[src/rtl/dht_reader.sv]
// DHT11/DHT22 single-wire reader: host start pulse, handshake timing, 40-bit capture, checksum.
// Optional macro DHT_SYNC_EN inserts a 2-flop synchroniser on dht_in.
module dht_reader #(
    parameter int TICK_DIV      = 1,
    parameter int START_LOW_US  = 18000,
    parameter int BIT_THRESH_US = 40,
    parameter int TIMEOUT_US    = 200,
    parameter int CNT_W         = 16
) (
    input  logic        clk,
    input  logic        rst,
    input  logic        start,
    input  logic        dht_in,
    output logic        dht_oe,
    output logic        busy,
    output logic        valid,
    output logic        err,
    output logic [1:0]  err_code,
    output logic [15:0] humidity,
    output logic [15:0] temperature,
    output logic [39:0] raw
);
    localparam int               PRE_W        = (TICK_DIV > 1) ? $clog2(TICK_DIV) : 1;
    localparam logic [PRE_W-1:0] PRE_LAST     = PRE_W'(TICK_DIV - 1);
    localparam logic [CNT_W-1:0] START_LAST   = CNT_W'(START_LOW_US - 1);
    localparam logic [CNT_W-1:0] TIMEOUT_LAST = CNT_W'(TIMEOUT_US - 1);
    localparam logic [CNT_W-1:0] THRESH       = CNT_W'(BIT_THRESH_US);

    typedef enum logic [2:0] {
        IDLE, START_LOW, RELEASE, RESP_LOW, RESP_HIGH, BIT_LOW, BIT_HIGH, CHECK
    } state_t;

    state_t             state_r, next_state_s;
    logic [PRE_W-1:0]   pre_r;
    logic [CNT_W-1:0]   cnt_r;
    logic [5:0]         bit_idx_r;
    logic [39:0]        shift_r;
    logic               dht_s, tick_s, start_ok_s, wait_exp_s, timeout_s, state_chg_s, sum_ok_s;
    logic               dht_oe_r, busy_r, valid_r, err_r;
    logic [1:0]         err_code_r;
    logic [39:0]        raw_r;

    // Modular byte sum over humidity and temperature bytes of a frame.
    function automatic logic [7:0] frame_sum(input logic [39:0] f);
        frame_sum = f[39:32] + f[31:24] + f[23:16] + f[15:8];
    endfunction

`ifdef DHT_SYNC_EN
    logic [1:0] sync_r;
    // Synchroniser idles high to match the pulled-up line.
    always_ff @(posedge clk) begin
        if (rst) sync_r <= 2'b11;
        else     sync_r <= {sync_r[0], dht_in};
    end
    assign dht_s = sync_r[1];
`else
    assign dht_s = dht_in;
`endif

    assign tick_s      = (pre_r == PRE_LAST);
    assign wait_exp_s  = tick_s && (cnt_r == TIMEOUT_LAST);
    // A start coinciding with the valid/err pulse is dropped: the frame is not yet closed.
    assign start_ok_s  = start && (state_r == IDLE) && !valid_r && !err_r;
    assign state_chg_s = (next_state_s != state_r);
    assign sum_ok_s    = (frame_sum(shift_r) == shift_r[7:0]);

    // Next-state logic; a level change wins over a timeout in the same cycle.
    always_comb begin
        next_state_s = state_r;
        timeout_s    = 1'b0;
        case (state_r)
            IDLE: begin
                if (start_ok_s) next_state_s = START_LOW;
                else            next_state_s = IDLE;
            end
            START_LOW: begin
                if (tick_s && (cnt_r == START_LAST)) next_state_s = RELEASE;
                else                                 next_state_s = START_LOW;
            end
            RELEASE, RESP_HIGH: begin
                if (!dht_s)          next_state_s = (state_r == RELEASE) ? RESP_LOW : BIT_LOW;
                else if (wait_exp_s) begin next_state_s = IDLE; timeout_s = 1'b1; end
                else                 next_state_s = state_r;
            end
            RESP_LOW, BIT_LOW: begin
                if (dht_s)           next_state_s = (state_r == RESP_LOW) ? RESP_HIGH : BIT_HIGH;
                else if (wait_exp_s) begin next_state_s = IDLE; timeout_s = 1'b1; end
                else                 next_state_s = state_r;
            end
            BIT_HIGH: begin
                if (!dht_s)          next_state_s = (bit_idx_r == 6'd39) ? CHECK : BIT_LOW;
                else if (wait_exp_s) begin next_state_s = IDLE; timeout_s = 1'b1; end
                else                 next_state_s = BIT_HIGH;
            end
            CHECK:   next_state_s = IDLE;
            default: next_state_s = IDLE;
        endcase
    end

    // State register.
    always_ff @(posedge clk) begin
        if (rst) state_r <= IDLE;
        else     state_r <= next_state_s;
    end

    // Prescaler and us counter both restart on a state change so every phase is timed from zero.
    always_ff @(posedge clk) begin
        if (rst) begin
            pre_r <= '0;
            cnt_r <= '0;
        end else begin
            if (state_chg_s || tick_s) pre_r <= '0;
            else                       pre_r <= pre_r + PRE_W'(1);
            if (state_chg_s || (state_r == IDLE)) cnt_r <= '0;
            else if (tick_s)                      cnt_r <= cnt_r + CNT_W'(1);
            else                                  cnt_r <= cnt_r;
        end
    end

    // Bit capture: high-phase length decides the bit value, shifted in MSB first.
    always_ff @(posedge clk) begin
        if (rst) begin
            bit_idx_r <= 6'd0;
            shift_r   <= 40'd0;
        end else if ((state_r == RESP_HIGH) && !dht_s) begin
            bit_idx_r <= 6'd0;
            shift_r   <= shift_r;
        end else if ((state_r == BIT_HIGH) && !dht_s) begin
            bit_idx_r <= bit_idx_r + 6'd1;
            shift_r   <= {shift_r[38:0], (cnt_r > THRESH)};
        end else begin
            bit_idx_r <= bit_idx_r;
            shift_r   <= shift_r;
        end
    end

    // Registered outputs; data registers move only on a good checksum.
    always_ff @(posedge clk) begin
        if (rst) begin
            dht_oe_r   <= 1'b0;
            busy_r     <= 1'b0;
            valid_r    <= 1'b0;
            err_r      <= 1'b0;
            err_code_r <= 2'b00;
            raw_r      <= 40'd0;
        end else begin
            dht_oe_r <= (next_state_s == START_LOW);
            busy_r   <= (next_state_s != IDLE);
            valid_r  <= (state_r == CHECK) && sum_ok_s;
            err_r    <= timeout_s || ((state_r == CHECK) && !sum_ok_s);
            if (start_ok_s)                          err_code_r <= 2'b00;
            else if (timeout_s)                      err_code_r <= 2'b01;
            else if ((state_r == CHECK) && !sum_ok_s) err_code_r <= 2'b10;
            else                                     err_code_r <= err_code_r;
            if ((state_r == CHECK) && sum_ok_s) raw_r <= shift_r;
            else                                raw_r <= raw_r;
        end
    end

    assign dht_oe      = dht_oe_r;
    assign busy        = busy_r;
    assign valid       = valid_r;
    assign err         = err_r;
    assign err_code    = err_code_r;
    assign raw         = raw_r;
    assign humidity    = raw_r[39:24];
    assign temperature = raw_r[23:8];
endmodule

[config.mk]
export PLATFORM = sky130hd
export DESIGN_NAME = dht_reader
export DESIGN_NICKNAME = d
export VERILOG_FILES = /design/src/rtl/dht_reader.sv
export SDC_FILE = /design/constraint.sdc
export NUM_CORES = 1
export LEC_CHECK = 0
export ABC_CLOCK_PERIOD_IN_PS = 3700
export CORE_ASPECT_RATIO = 1.4
export CORE_MARGIN = 8
export CORE_UTILIZATION = 50
export DETAILED_ROUTE_END_ITERATION = 6
export GPL_ROUTABILITY_DRIVEN = 0
export GPL_TIMING_DRIVEN = 0
export PLACE_DENSITY_LB_ADDON = 0.05
export SETUP_SLACK_MARGIN = 0.4
export SLEW_MARGIN = 25
export SYNTH_ARGS = -nofsm -noshare
export SYNTH_HDL_FRONTEND = slang
export SYNTH_SLANG_ARGS = --single-unit
export TNS_END_PERCENT = 5
[constraint.sdc]
create_clock -name clk -period 3.7 [get_ports clk]
set_input_delay 0.37 -clock clk [delete_from_list [all_inputs] [get_ports clk]]
set_output_delay 0.37 -clock clk [all_outputs]
set_load 0.05 [all_outputs]
==> out/results.ini, run 1 <==
[logic_synthesis]
synth.distinct_cells = 62
synth_top_family_by_area = simple AND/OR/NAND/NOR gates
syn_inst = 659
synth-xor-area-share = 0.0566
yosysWarnings = 0
synth_edf_count = 0
synth_compound_area_frac = 0.194
synth.avg_cell_area_um2 = 9.19
yosys.area_share.simple = 0.208
async_flop_share = 0
seq_area_frac_synth = 0.370
synth-seq-cells = 112
syn_nets = 687
syn_area_um2 = 6050
synth_fa_ha_area_frac = 0.0670
synthMuxAreaShare = 0.00165
synth_flop_cell = dfxtp_1

[drt]
wl_per_cell_um = 16.3
viasPerCell = 5.51
vias = 4967
dr.pass1.iters = 5
ant_nets = 0
drt_iter0_markers = 229
routed_wl_um = 14700
drc = 0

[timing]
skew_ns = 0.00920
setup-violations-final = 0
max_slew_margin = 0.492
max_freq_mhz = 276
finalCritPeriodShare = 0.980
tightest_slew_ns = 0.756
finalHoldViolCount = 0
setup_tns_ns = 0
grt_setup_unrepaired = yes
fin_crit_ns = 3.63
slew_viol_final = 0

[layout]
drive_gt1_frac = 0.195
final-instance-count-excl-fill = 902
diodes = 0
fin_nets = 779
area_growth_pct = 22.2

[cts]
path_clk_slew_ns = 0.07
cts.sinks = 112
tritoncts = built
hold_buffers = 0
worstSkewPairLatency_ns = 0.35
clock_path_buffers = 2
cts_buffers = 9
cts-root-buf = clkbuf_16
htree_levels = 3

[global_route]
grt.overflow.total = 0
track_usage = 0.187
grt_max_degree = 17
grt_antenna_before_repair = 0
grt_pass1_vias = 4911
grt_pass1_wl_um = 24000

[placed_design]
dp_hpwl_um = 11200
numPortBuffers = 81
place_inst = 887

[critical_path]
path_class = flip-flop to flip-flop
r2r_setup_slack_ns = 0.07
cp-end-kind = flip-flop
setup.worst_path.start_class = flip-flop
cp.required_ns = 3.92
cp.arrival_ns = 3.85
crit_fanout = 10

[floorplanning]
start_util = 0.512
die_w_um = 109
ios = 82
core_area_um2 = 11800
row_count = 47
die_area_um2 = 15900
dieHeight_um = 146

[job]
maxCapViolations = 0

[power_and_ir_drop]
pwr_density_cell_nw_per_um2 = 316
p_leak_nw = 2.53
peakVddDrop_mv = 0.252

[min_path]
hp-class = flip-flop to flip-flop

[status]
outcome = finished clean

layer usage:
layer / share of wire / vias up / wire length, um / GRT usage
met5: 0 / - / 0 / 0
met4: 0.020 / 0 / 293 / 0.0729
met3: 0.039 / 19 / 567 / 0.0304
met2: 0.56 / 97 / 8190 / 0.349
met1: 0.38 / 2376 / 5620 / 0.199
li1: - / 2475 / - / -
logic make-up (layout without fill, tap and decap cells):
logic type               Yosys count  in the layout
flip-flops                       112            112
XOR/XNOR                          36             36
multiplexers                       1              1
buffers and inverters            102            198
AND/OR/NAND/NOR                  229            229
adder cells (fa/ha/maj)           24             24
AO/OA/AOI/OAI                    154            154
other                              1              1
cell type report:
type                    count  area, um2
plain buffers              84        547
clock buffers              12        256
clock inverters             3       65.1
fillers                  1052       4420
inverters                  18       67.6
multi-input cells         445       3230
flip-flops and latches    112       2240
well taps                 147        184
repair buffers             81        811
Yosys cell counts (11+ instances only):
library cell,count,area [um2]
nand2_1,100,375
xnor2_1,16,140
fa_1,14,280
nor4_2,11,138
nor2_1,17,63.8
clkbuf_1,25,93.8
buf_4,33,248
o31ai_2,39,488
dfxtp_1,112,2240
a21oi_1,87,435
xor2_1,18,158
nand4_1,46,288
buf_2,13,65.1
inv_1,17,63.8
worst max-delay path: stages (launching register included):
cell	delay, ns
dfxtp_2	0.35
fa_1	0.55
inv_1	0.06
fa_1	0.51
inv_1	0.04
ha_2	0.19
fa_1	0.50
xnor2_1	0.12
nand3_1	0.12
nor4_4	0.35
o211ai_4	0.22
buf_6	0.21
o31ai_2	0.21
a21oi_2	0.08
final timing paths:
check / to / cells after the start / startpoint
worst max-delay path: raw[37] / 13 / shift_r[9]
worst min-delay path: err_code[1] / 2 / err_code[1]
worst max register to register: raw[37] / 13 / shift_r[9]
worst min register to register: err_code[1] / 2 / err_code[1]
sequential cells by signal (all words and copies together) (netlist names):
name       count
raw           40
valid          1
err            1
dht_oe         1
err_code       2
busy           1
shift_r       40
state_r        3
pre_r          1
bit_idx_r      6
cnt_r         16
placed cells by master, fill, tap and decap left out, types with 10 or more instances in the layout:
cell	n
dfxtp_1	110
nand2_1	100
a21oi_1	86
clkdlybuf4s50_1	81
nand4_1	46
o31ai_2	39
buf_4	33
clkbuf_1	26
inv_1	17
nor2_1	17
xor2_1	17
xnor2_1	16
fa_1	14
buf_2	13
buf_6	10
nor4_2	10
power breakdown:
part	switching, mW	internal, mW	total [mW]
registers	0.00290	1.21	1.21
logic	0.0537	0.0257	0.0794
clock network	0.419	0.626	1.04
stage by stage:
stage / cell area [um2] / total power [mW] / utilization / hold WS, ns / setup slack [ns]
5_1_grt: 7400 / 2.41 / 0.626 / 0.476 / -0.0744
3_5_place_dp: 7060 / 1.32 / 0.597 / 0.448 / 0.0608
4_1_cts: 7390 / 2.36 / 0.625 / 0.461 / 0.0394
2_1_floorplan: 6070 / 1.30 / - / 0.454 / 0.371
6_report: 7400 / 2.34 / 0.626 / 0.458 / 0.0730
3_3_place_gp: 7060 / 1.32 / 0.597 / 0.433 / 0.114
what timing repair did:
action / in CTS / in global routing
buffers inserted: 0 / 0
resized for setup: 1 / 3
setup endpoints to repair: 44 / 44
pin swaps: 0 / 1
Power figures use the tool's default switching activity.
==> inputs of run 2 (changes only) <==
CAP_MARGIN = 20   (was not set)
PLACE_DENSITY = 0.82   (was not set)
PLACE_DENSITY_LB_ADDON = not set   (was 0.05)
==> out/results.ini, run 2 (synthesis gave the netlist of run 1 again) <==
[status]
outcome = finished clean

[layout]
area_growth_pct = 27.5
drive_gt1_frac = 0.214  ; +0.0192
stdcell_area_um2 = 7720  ; +4.3%
fillers = 886  ; -16%
diodes = 0  ; unchanged
final-instance-count-excl-fill = 909  ; +0.78%
fin_nets = 785  ; +0.77%
layout_commonest_cell = dfxtp_1
mostFrequentLayoutCells = 110 x dfxtp_1, 100 x nand2_1, 83 x a21oi_1
final_util = 0.653  ; +0.0270

[timing]
fin_crit_ns = 3.68  ; +0.0535 ns
max_slew_margin = 0.504  ; +0.0118
tightest_slew_ns = 0.738  ; -0.0176 ns
grt_setup_unrepaired = yes
finalCritPeriodShare = 0.995  ; +0.0145
skew_ns = 0.00963  ; +0.000436 ns
slew_viol_final = 0  ; unchanged
max_freq_mhz = 272  ; -1.5%
finalHoldViolCount = 0  ; unchanged
setup_slack_ns = 0.0195  ; -0.0535 ns
setup-violations-final = 0  ; unchanged
whs_ns = 0.453  ; -0.00478 ns

[cts]
path_clk_slew_ns = 0.07  ; about the same
htree_levels = 3  ; unchanged
clock_path_buffers = 2  ; unchanged
cts_buffers = 9  ; unchanged
tritoncts = built
cts.sinks = 112  ; unchanged
worstSkewPairLatency_ns = 0.36  ; about the same
cts-root-buf = clkbuf_16

[critical_path]
r2r_setup_slack_ns = 0.02  ; -0.05 ns
path_class = flip-flop to flip-flop
cp-end-kind = flip-flop
setup.worst_path.start_class = flip-flop
crit_fanout = 5  ; -5
cp.required_ns = 3.92  ; about the same
cp.arrival_ns = 3.90  ; +0.05 ns

[floorplanning]
core_area_um2 = 11800  ; unchanged
row_count = 47  ; unchanged
die_w_um = 109  ; unchanged
ios = 82  ; unchanged
start_util = 0.512  ; unchanged
dieHeight_um = 146  ; unchanged
die_area_um2 = 15900  ; unchanged

[global_route]
grt_max_degree = 17  ; unchanged
grt_pass1_wl_um = 25100  ; +4.3%
grt_pass1_vias = 5170  ; +5.3%
grt_antenna_before_repair = 0  ; unchanged
track_usage = 0.193  ; +0.00631
grt.overflow.total = 0  ; unchanged

[drt]
ant_nets = 0  ; unchanged
routed_wl_um = 15900  ; +8.4%
drt_iter0_markers = 308  ; +34%
drc = 0  ; unchanged
viasPerCell = 5.83  ; +5.9%
dr.pass1.iters = 6  ; +1
vias = 5299  ; +6.7%
wl_per_cell_um = 17.5  ; +7.6%

[placed_design]
place_inst = 887  ; unchanged
numPortBuffers = 81  ; unchanged
pre_cts_slack_ns = -0.0402  ; -0.101 ns
dp_hpwl_um = 11400  ; +1.5%
place_area_um2 = 7060  ; unchanged

[min_path]
hp-class = flip-flop to flip-flop

[power_and_ir_drop]
pwr_density_cell_nw_per_um2 = 307  ; -2.7%
peakVddDrop_mv = 0.230  ; -8.8%
p_leak_nw = 2.61  ; +3.2%

[job]
maxCapViolations = 0  ; unchanged

run 2: cell count changes in the layout (fill, tap and decap cells not counted), moves of 3 or more:
cell      previous run  this run
clkbuf_2             0         3
a21oi_1             86        83
o31ai_4              0        17
a21oi_2              3         6
buf_12               1         4
o31ai_2             39        23
buf_4               33        36
run 2: worst max-delay path, stage by stage, from the launching register on:
cell,delay (ns)
dfxtp_4,0.36
fa_1,0.55
inv_2,0.04
fa_1,0.50
inv_2,0.05
ha_4,0.16
fa_1,0.51
xnor2_1,0.12
nand3_1,0.13
nor4_4,0.35
o211ai_4,0.17
bufbuf_16,0.31
o31ai_2,0.20
a21oi_1,0.11
run 2: power by group:
part	switching [mW]	total [mW]	internal [mW]
combinational	0.0559	0.0817	0.0258
clock	0.429	1.08	0.650
sequential	0.00320	1.21	1.21
run 2: timing repair:
| item | 4_1_cts | 5_1_grt |
|---|---|---|
| hold buffers | 0 | 0 |
| hold endpoints to repair | 0 | 0 |
| resized for setup | 23 | 24 |
| pin swaps | 12 | 17 |
| cloned | 1 | 0 |
| setup buffers | 5 | 0 |
| setup endpoints to repair | 44 | 44 |
run 2: metal layers:
| metal | up-vias | track usage | wire length (um) |
|---|---|---|---|
| met5 | - | 0 | 0 |
| met4 | 0 | 0.0845 | 500 |
| met3 | 39 | 0.0330 | 930 |
| met2 | 214 | 0.371 | 8930 |
| met1 | 2547 | 0.193 | 5560 |
| li1 | 2499 | - | - |
run 2: stage by stage:
step                      power, mW  setup TNS [ns]
after floorplan                1.30               0
after global placement         1.32               0
after detailed placement       1.32         -0.0402
after CTS                      2.38               0
after global routing           2.42           -2.09
final                          2.37               0
run 2: path summary, 6_finish.rpt:
path | start | endpoint | depth (start not counted)
hold reg to reg | err_code[1] | err_code[1] | 2
setup reg to reg | shift_r[9] | raw[30] | 13
setup / recovery | shift_r[9] | raw[30] | 13
hold / removal | err_code[1] | err_code[1] | 2
run 2: layout make-up:
cell class	instances	area, um2	area share
tap	147	184	0.0238
buffer	84	583	0.0755
multi-input combinational	445	3420	0.442
clock inverter	2	60.1	0.00778
inverter	18	67.6	0.00875
clock buffer	14	274	0.0355
timing repair buffer	87	888	0.115
sequential	112	2250	0.291
